$ cat config.mk
export PLATFORM = sky130hd
export DESIGN_NAME = pipe_ctrl
export DESIGN_NICKNAME = d
export VERILOG_FILES = /design/src/rtl/pipe_ctrl.sv
export SDC_FILE = /design/constraint.sdc
export NUM_CORES = 1
export LEC_CHECK = 0
export CORE_MARGIN = 4
export CORE_UTILIZATION = 35
export DETAILED_ROUTE_END_ITERATION = 10
export HOLD_SLACK_MARGIN = 0.03
export PLACE_DENSITY = 0.95
export SLEW_MARGIN = 20
export SYNTH_ARGS = -nofsm -noshare
export SYNTH_HDL_FRONTEND = slang
export SYNTH_SLANG_ARGS = --single-unit
$ cat constraint.sdc
create_clock -name CLK -period 2.39 [get_ports CLK]
set_clock_uncertainty 0.1 [all_clocks]
set_input_delay 0.5975 -clock CLK [delete_from_list [all_inputs] [get_ports CLK]]
set_output_delay 0.5975 -clock CLK [all_outputs]
set_load 0.03 [all_outputs]
$ cat src/rtl/pipe_ctrl.sv
// Pipeline latch controller: stall, flush, bubble and halt/drain sequencing.
// Define PIPE_CTRL_PERF_EN to build the saturating stall/bubble counters.
module pipe_ctrl #(
    parameter int NSTAGES   = 4,
    parameter int MEM_STAGE = 2
) (
    input  logic                       CLK,
    input  logic                       nRST,
    input  logic                       ihit,
    input  logic                       dhit,
    input  logic                       mem_req,
    input  logic                       load_use,
    input  logic                       redirect,
    input  logic [$clog2(NSTAGES)-1:0] redirect_stage,
    input  logic                       halt_in,
    output logic [NSTAGES-1:0]         stage_wen,
    output logic [NSTAGES-1:0]         stage_flush,
    output logic [NSTAGES-1:0]         stage_valid,
    output logic                       pc_en,
    output logic                       halted,
    output logic [31:0]                stall_cnt,
    output logic [31:0]                bubble_cnt
);

    localparam int DW = $clog2(NSTAGES) + 1;

    typedef enum logic [1:0] {RUN, DRAIN, HALTED} state_t;

    state_t             state, state_next;
    logic [DW-1:0]      drain_cnt, drain_cnt_next;
    logic               freeze;
    logic [NSTAGES-1:0] redirect_mask;
    logic [NSTAGES-1:0] valid_in;

    assign freeze        = mem_req & stage_valid[MEM_STAGE] & ~dhit;
    assign redirect_mask = ~({NSTAGES{1'b1}} << redirect_stage);
    assign valid_in      = {stage_valid[NSTAGES-2:0], 1'b1};
    assign halted        = (state == HALTED);

    always_comb begin
        // NOTE: every output gets a default first so no path through the case infers a latch.
        state_next     = state;
        drain_cnt_next = drain_cnt;
        stage_wen      = '1;
        stage_flush    = '0;
        pc_en          = 1'b0;
        case (state)
            RUN: begin
                if (redirect) begin
                    stage_flush = redirect_mask;
                    pc_en       = 1'b1;
                end else if (load_use) begin
                    stage_wen[0] = 1'b0;
                    stage_flush  = NSTAGES'(2);
                end else if (!ihit) begin
                    stage_flush = NSTAGES'(1);
                end else begin
                    pc_en = 1'b1;
                end
                // A taken redirect squashes latch 0, so its halt never counts.
                if (halt_in && stage_valid[0] && !redirect && !freeze) begin
                    state_next     = DRAIN;
                    drain_cnt_next = '0;
                end
            end
            DRAIN: begin
                stage_flush = NSTAGES'(1);
                if (!freeze) begin
                    drain_cnt_next = drain_cnt + 1'b1;
                    if (drain_cnt_next == DW'(NSTAGES - 1))
                        state_next = HALTED;
                end
            end
            HALTED: stage_wen = '0;
            default: state_next = RUN;
        endcase
        // Freeze only gates the enables; flush values are don't-care when wen is low.
        if (freeze) begin
            stage_wen = '0;
            pc_en     = 1'b0;
        end
    end

    always_ff @(posedge CLK or negedge nRST) begin
        if (!nRST) begin
            state       <= RUN;
            drain_cnt   <= '0;
            stage_valid <= '0;
        end else begin
            state     <= state_next;
            drain_cnt <= drain_cnt_next;
            for (int i = 0; i < NSTAGES; i++)
                if (stage_wen[i])
                    stage_valid[i] <= ~stage_flush[i] & valid_in[i];
        end
    end

`ifdef PIPE_CTRL_PERF_EN
    logic stall_event, bubble_event;

    assign stall_event  = freeze & (state != HALTED);
    assign bubble_event = (state == RUN) & ~freeze & ~redirect & load_use;

    always_ff @(posedge CLK or negedge nRST) begin
        if (!nRST) begin
            stall_cnt  <= '0;
            bubble_cnt <= '0;
        end else begin
            if (stall_event && stall_cnt != 32'hFFFF_FFFF)
                stall_cnt <= stall_cnt + 32'd1;
            if (bubble_event && bubble_cnt != 32'hFFFF_FFFF)
                bubble_cnt <= bubble_cnt + 32'd1;
        end
    end
`else
    assign stall_cnt  = '0;
    assign bubble_cnt = '0;
`endif

endmodule

==> summary.txt <==
Clocking
  • TritonCTS clock tree: yes
  • Clock root cell: clkbuf_4
  • Post-CTS setup repair buffer count: 0
  • TritonCTS buffer count: 3
  • CTS sink cnt: 9
  • H-tree depth: 1
  • Clk Latency, worst-skew pair: 260 ps
  • Max Root-Sink Buffers: 2
  • CTS clk-pin slew, worst paths: 70 ps
  • # hold bufs at CTS: 0

Yosys
  • Cell variety after synth: 34
  • EDFF count, synth: 0
  • Synthesized area per cell: between 8 and 9 um^2
  • Synthesized area: about 1100 um^2
  • Synth async-reset ratio: 100%
  • Post-Syn Instances: ~130
  • Warnings, synthesis: 0
  • #FFs+latches synth: 9
  • Sequential area share after synthesis: a little over a fifth
  • Primary FF master, synth: dfrtp_1

Route
  • ANT nets after route: 0
  • Via-to-Cell Ratio: about 4
  • DR vias: roughly 750
  • Total Wirelength: around 2100 um
  • Drt first pass iters: 4
  • DRC Markers: 0
  • Drt wl/cell: 11.0 um
  • 1st-iter DRT viols: 27

Floorplan
  • Die width: ~63 um
  • Starting Density: around 38%
  • Area of the die: 4000 um^2
  • Core area: ~2800 um^2
  • Row count: 19
  • I/O pins: 88
  • Die height: around 63 um

Placed design
  • Port buffer count: 22
  • Hpwl dp: 1730 um
  • Dpl ws: -92.4 ps
  • Gpl congestion: around 0.74

Power
  • PD cells: about 1200 nW/um^2
  • Pleak: ~0.64 nW
  • Worst vdd ir: 0.301 mV

Global route
  • Initial antenna violation count: 0
  • GR Util met3: roughly 4.6%
  • Most used routing layer: met2
  • Vias in the first global route: around 590
  • Total track usage: ~8.6%
  • Largest net degree at the start of global routing: 14
  • First-pass GRT wire length: 2710 um
  • Met2 global-route usage: between 10% and 20%
  • M1 GR Usage: under 10%
  • Gr ovfl total: 0

Critical path
  • CP delay by family, top: buffers and inverters
  • Crit path kind: input port to output port
  • CP cell instances: clkdlybuf4s50_1 > o311a_1 > nor2_1 > buf_4
  • Element type at the critical path start: input port
  • Buf/Inv on CP: 2
  • Crit-path max FO: 2
  • Worst path slowest cell: clkdlybuf4s50_1
  • Crit path DAT: ~1600 ps
  • WP data required: about 1700 ps
  • CP peak stage delay: about 420 ps
  • CP Capture Type: output port

Worst hold path
  • Worst min path class: flop to flop

Run
  • Max-capacitance violation count: 0

Final layout
  • P&R area growth vs syn: 5.62%
  • # fillers: about 290
  • Fraction of layout cells with a size suffix above 1: about 17%
  • ANT cells: 0
  • Final #Nets: between 150 and 200

Outcome
  • Run status: complete, no violations

Timing
  • Final hold violation count: 0
  • Tmin final: approximately 2300 ps
  • RSZ-0062 raised after global routing: false
  • Fin crit share: between 90 and 100%
  • Slew Limit Fails: 0
  • Fmax: ~0.43 GHz
  • Setup TNS: 0 ps
  • Final worst slack: approximately 69 ps
  • Finish-stage setup viols: 0
  • Hold Worst Slack: ~400 ps
-- flip-flops by register name (all words and copies together) (netlist names) --
signal,flops
stage_valid,4
drain_cnt,3
state,2
-- path summary, 6_finish.rpt --
path,startpoint,endpoint,slack (ps),cells after the start
hold / removal,stage_valid[3]$_DFFE_PN0P_,stage_valid[3]$_DFFE_PN0P_,400,1
setup / recovery,ihit,stage_flush[0],70,4
min in group asynchronous,nRST,stage_valid[3]$_DFFE_PN0P_,530,1
setup reg to reg,stage_valid[2]$_DFFE_PN0P_,drain_cnt[1]$_DFFE_PN0P_,880,4
max in group asynchronous,nRST,stage_valid[0]$_DFFE_PN0P_,1350,1
hold reg to reg,stage_valid[3]$_DFFE_PN0P_,stage_valid[3]$_DFFE_PN0P_,400,1
-- cell usage after synthesis (2+ instances only) --
| cell | instances | area [um^2] |
|---|---|---|
| buf_4 | 67 | 503 |
| dfrtp_1 | 9 | 225 |
| o21ai_0 | 5 | 25.0 |
| inv_1 | 4 | 15.0 |
| a21oi_1 | 3 | 15.0 |
| nor2_1 | 3 | 11.3 |
| a2bb2oi_1 | 2 | 17.5 |
| ha_1 | 2 | 25.0 |
| inv_2 | 2 | 7.51 |
| mux2i_1 | 2 | 20.0 |
| nand3_1 | 2 | 10.0 |
| nand3b_1 | 2 | 15.0 |
| nor3_1 | 2 | 10.0 |
| o22ai_1 | 2 | 12.5 |
| o311a_1 | 2 | 20.0 |
-- cells by family (layout without fill, tap and decap cells) --
kind of cell               Yosys count  in the layout  share of synthesized area (%)
other                                1             65                          0.351
xor gates and xnor gates             1              1                          0.820
AOI/OAI and AO/OA                   17             17                           11.2
DFF                                  9              9                           21.1
buffers and inverters               75             39                           50.7
muxes                                2              2                           1.87
adders and majority gates            2              2                           2.34
and+or+nand+nor                     21             21                           11.6
-- metrics by stage --
| step | cells | power (mW) | util [%] | area, um^2 |
|---|---|---|---|---|
| after floorplan | 192 | 1.01 | - | 1320 |
| after global placement | 183 | 1.18 | 38.4 | 1090 |
| after detailed placement | 183 | 1.21 | 38.4 | 1090 |
| after CTS | 187 | 1.33 | 39.4 | 1110 |
| after global routing | 187 | 1.40 | 39.9 | 1130 |
| final | 187 | 1.32 | 39.9 | 1130 |
-- power by group --
part	internal (mW)	total, mW	switching, mW
combinational	0.342	0.925	0.583
clock	0.0643	0.117	0.0531
sequential	0.225	0.280	0.0554
total	0.631	1.32	0.692
-- area by class of cell --
class / count / area [um^2] / share of cell area [%]
sequential: 9 / 225 / 20.0
clock buffer: 4 / 26.3 / 2.33
multi-input combinational: 108 / 562 / 49.8
inverter: 6 / 22.5 / 2.00
timing repair buffer: 29 / 254 / 22.5
tap: 31 / 38.8 / 3.44
-- per-layer routing --
layer,wire [um],vias to the layer above
met3,248,0
met2,1190,42
met1,615,360
met4,0,0
li1,-,345
met5,0,-
-- repair_timing --
action,in CTS,in global routing
resized for setup,5,5
pin swaps,1,0
setup endpoints to repair,4,4
-- cells in the final DEF, fill, tap and decap left out, drive strengths merged, types with 2 or more instances in the layout --
| cell | instances |
|---|---|
| a21oi | 3 |
| dlygate4sd2 | 3 |
| o311a | 2 |
| ha | 2 |
| inv | 6 |
| nor2 | 4 |
| buf | 15 |
| dlymetal6s2s | 2 |
| mux2i | 2 |
| nor3 | 2 |
| nand3 | 2 |
| nand3b | 2 |
| clkdlybuf4s50 | 9 |
| conb | 65 |
| a2bb2oi | 2 |
| clkbuf | 4 |
| o22ai | 2 |
| o21ai | 5 |
| dfrtp | 9 |
Note: power is estimated with default switching activity, not from simulation.
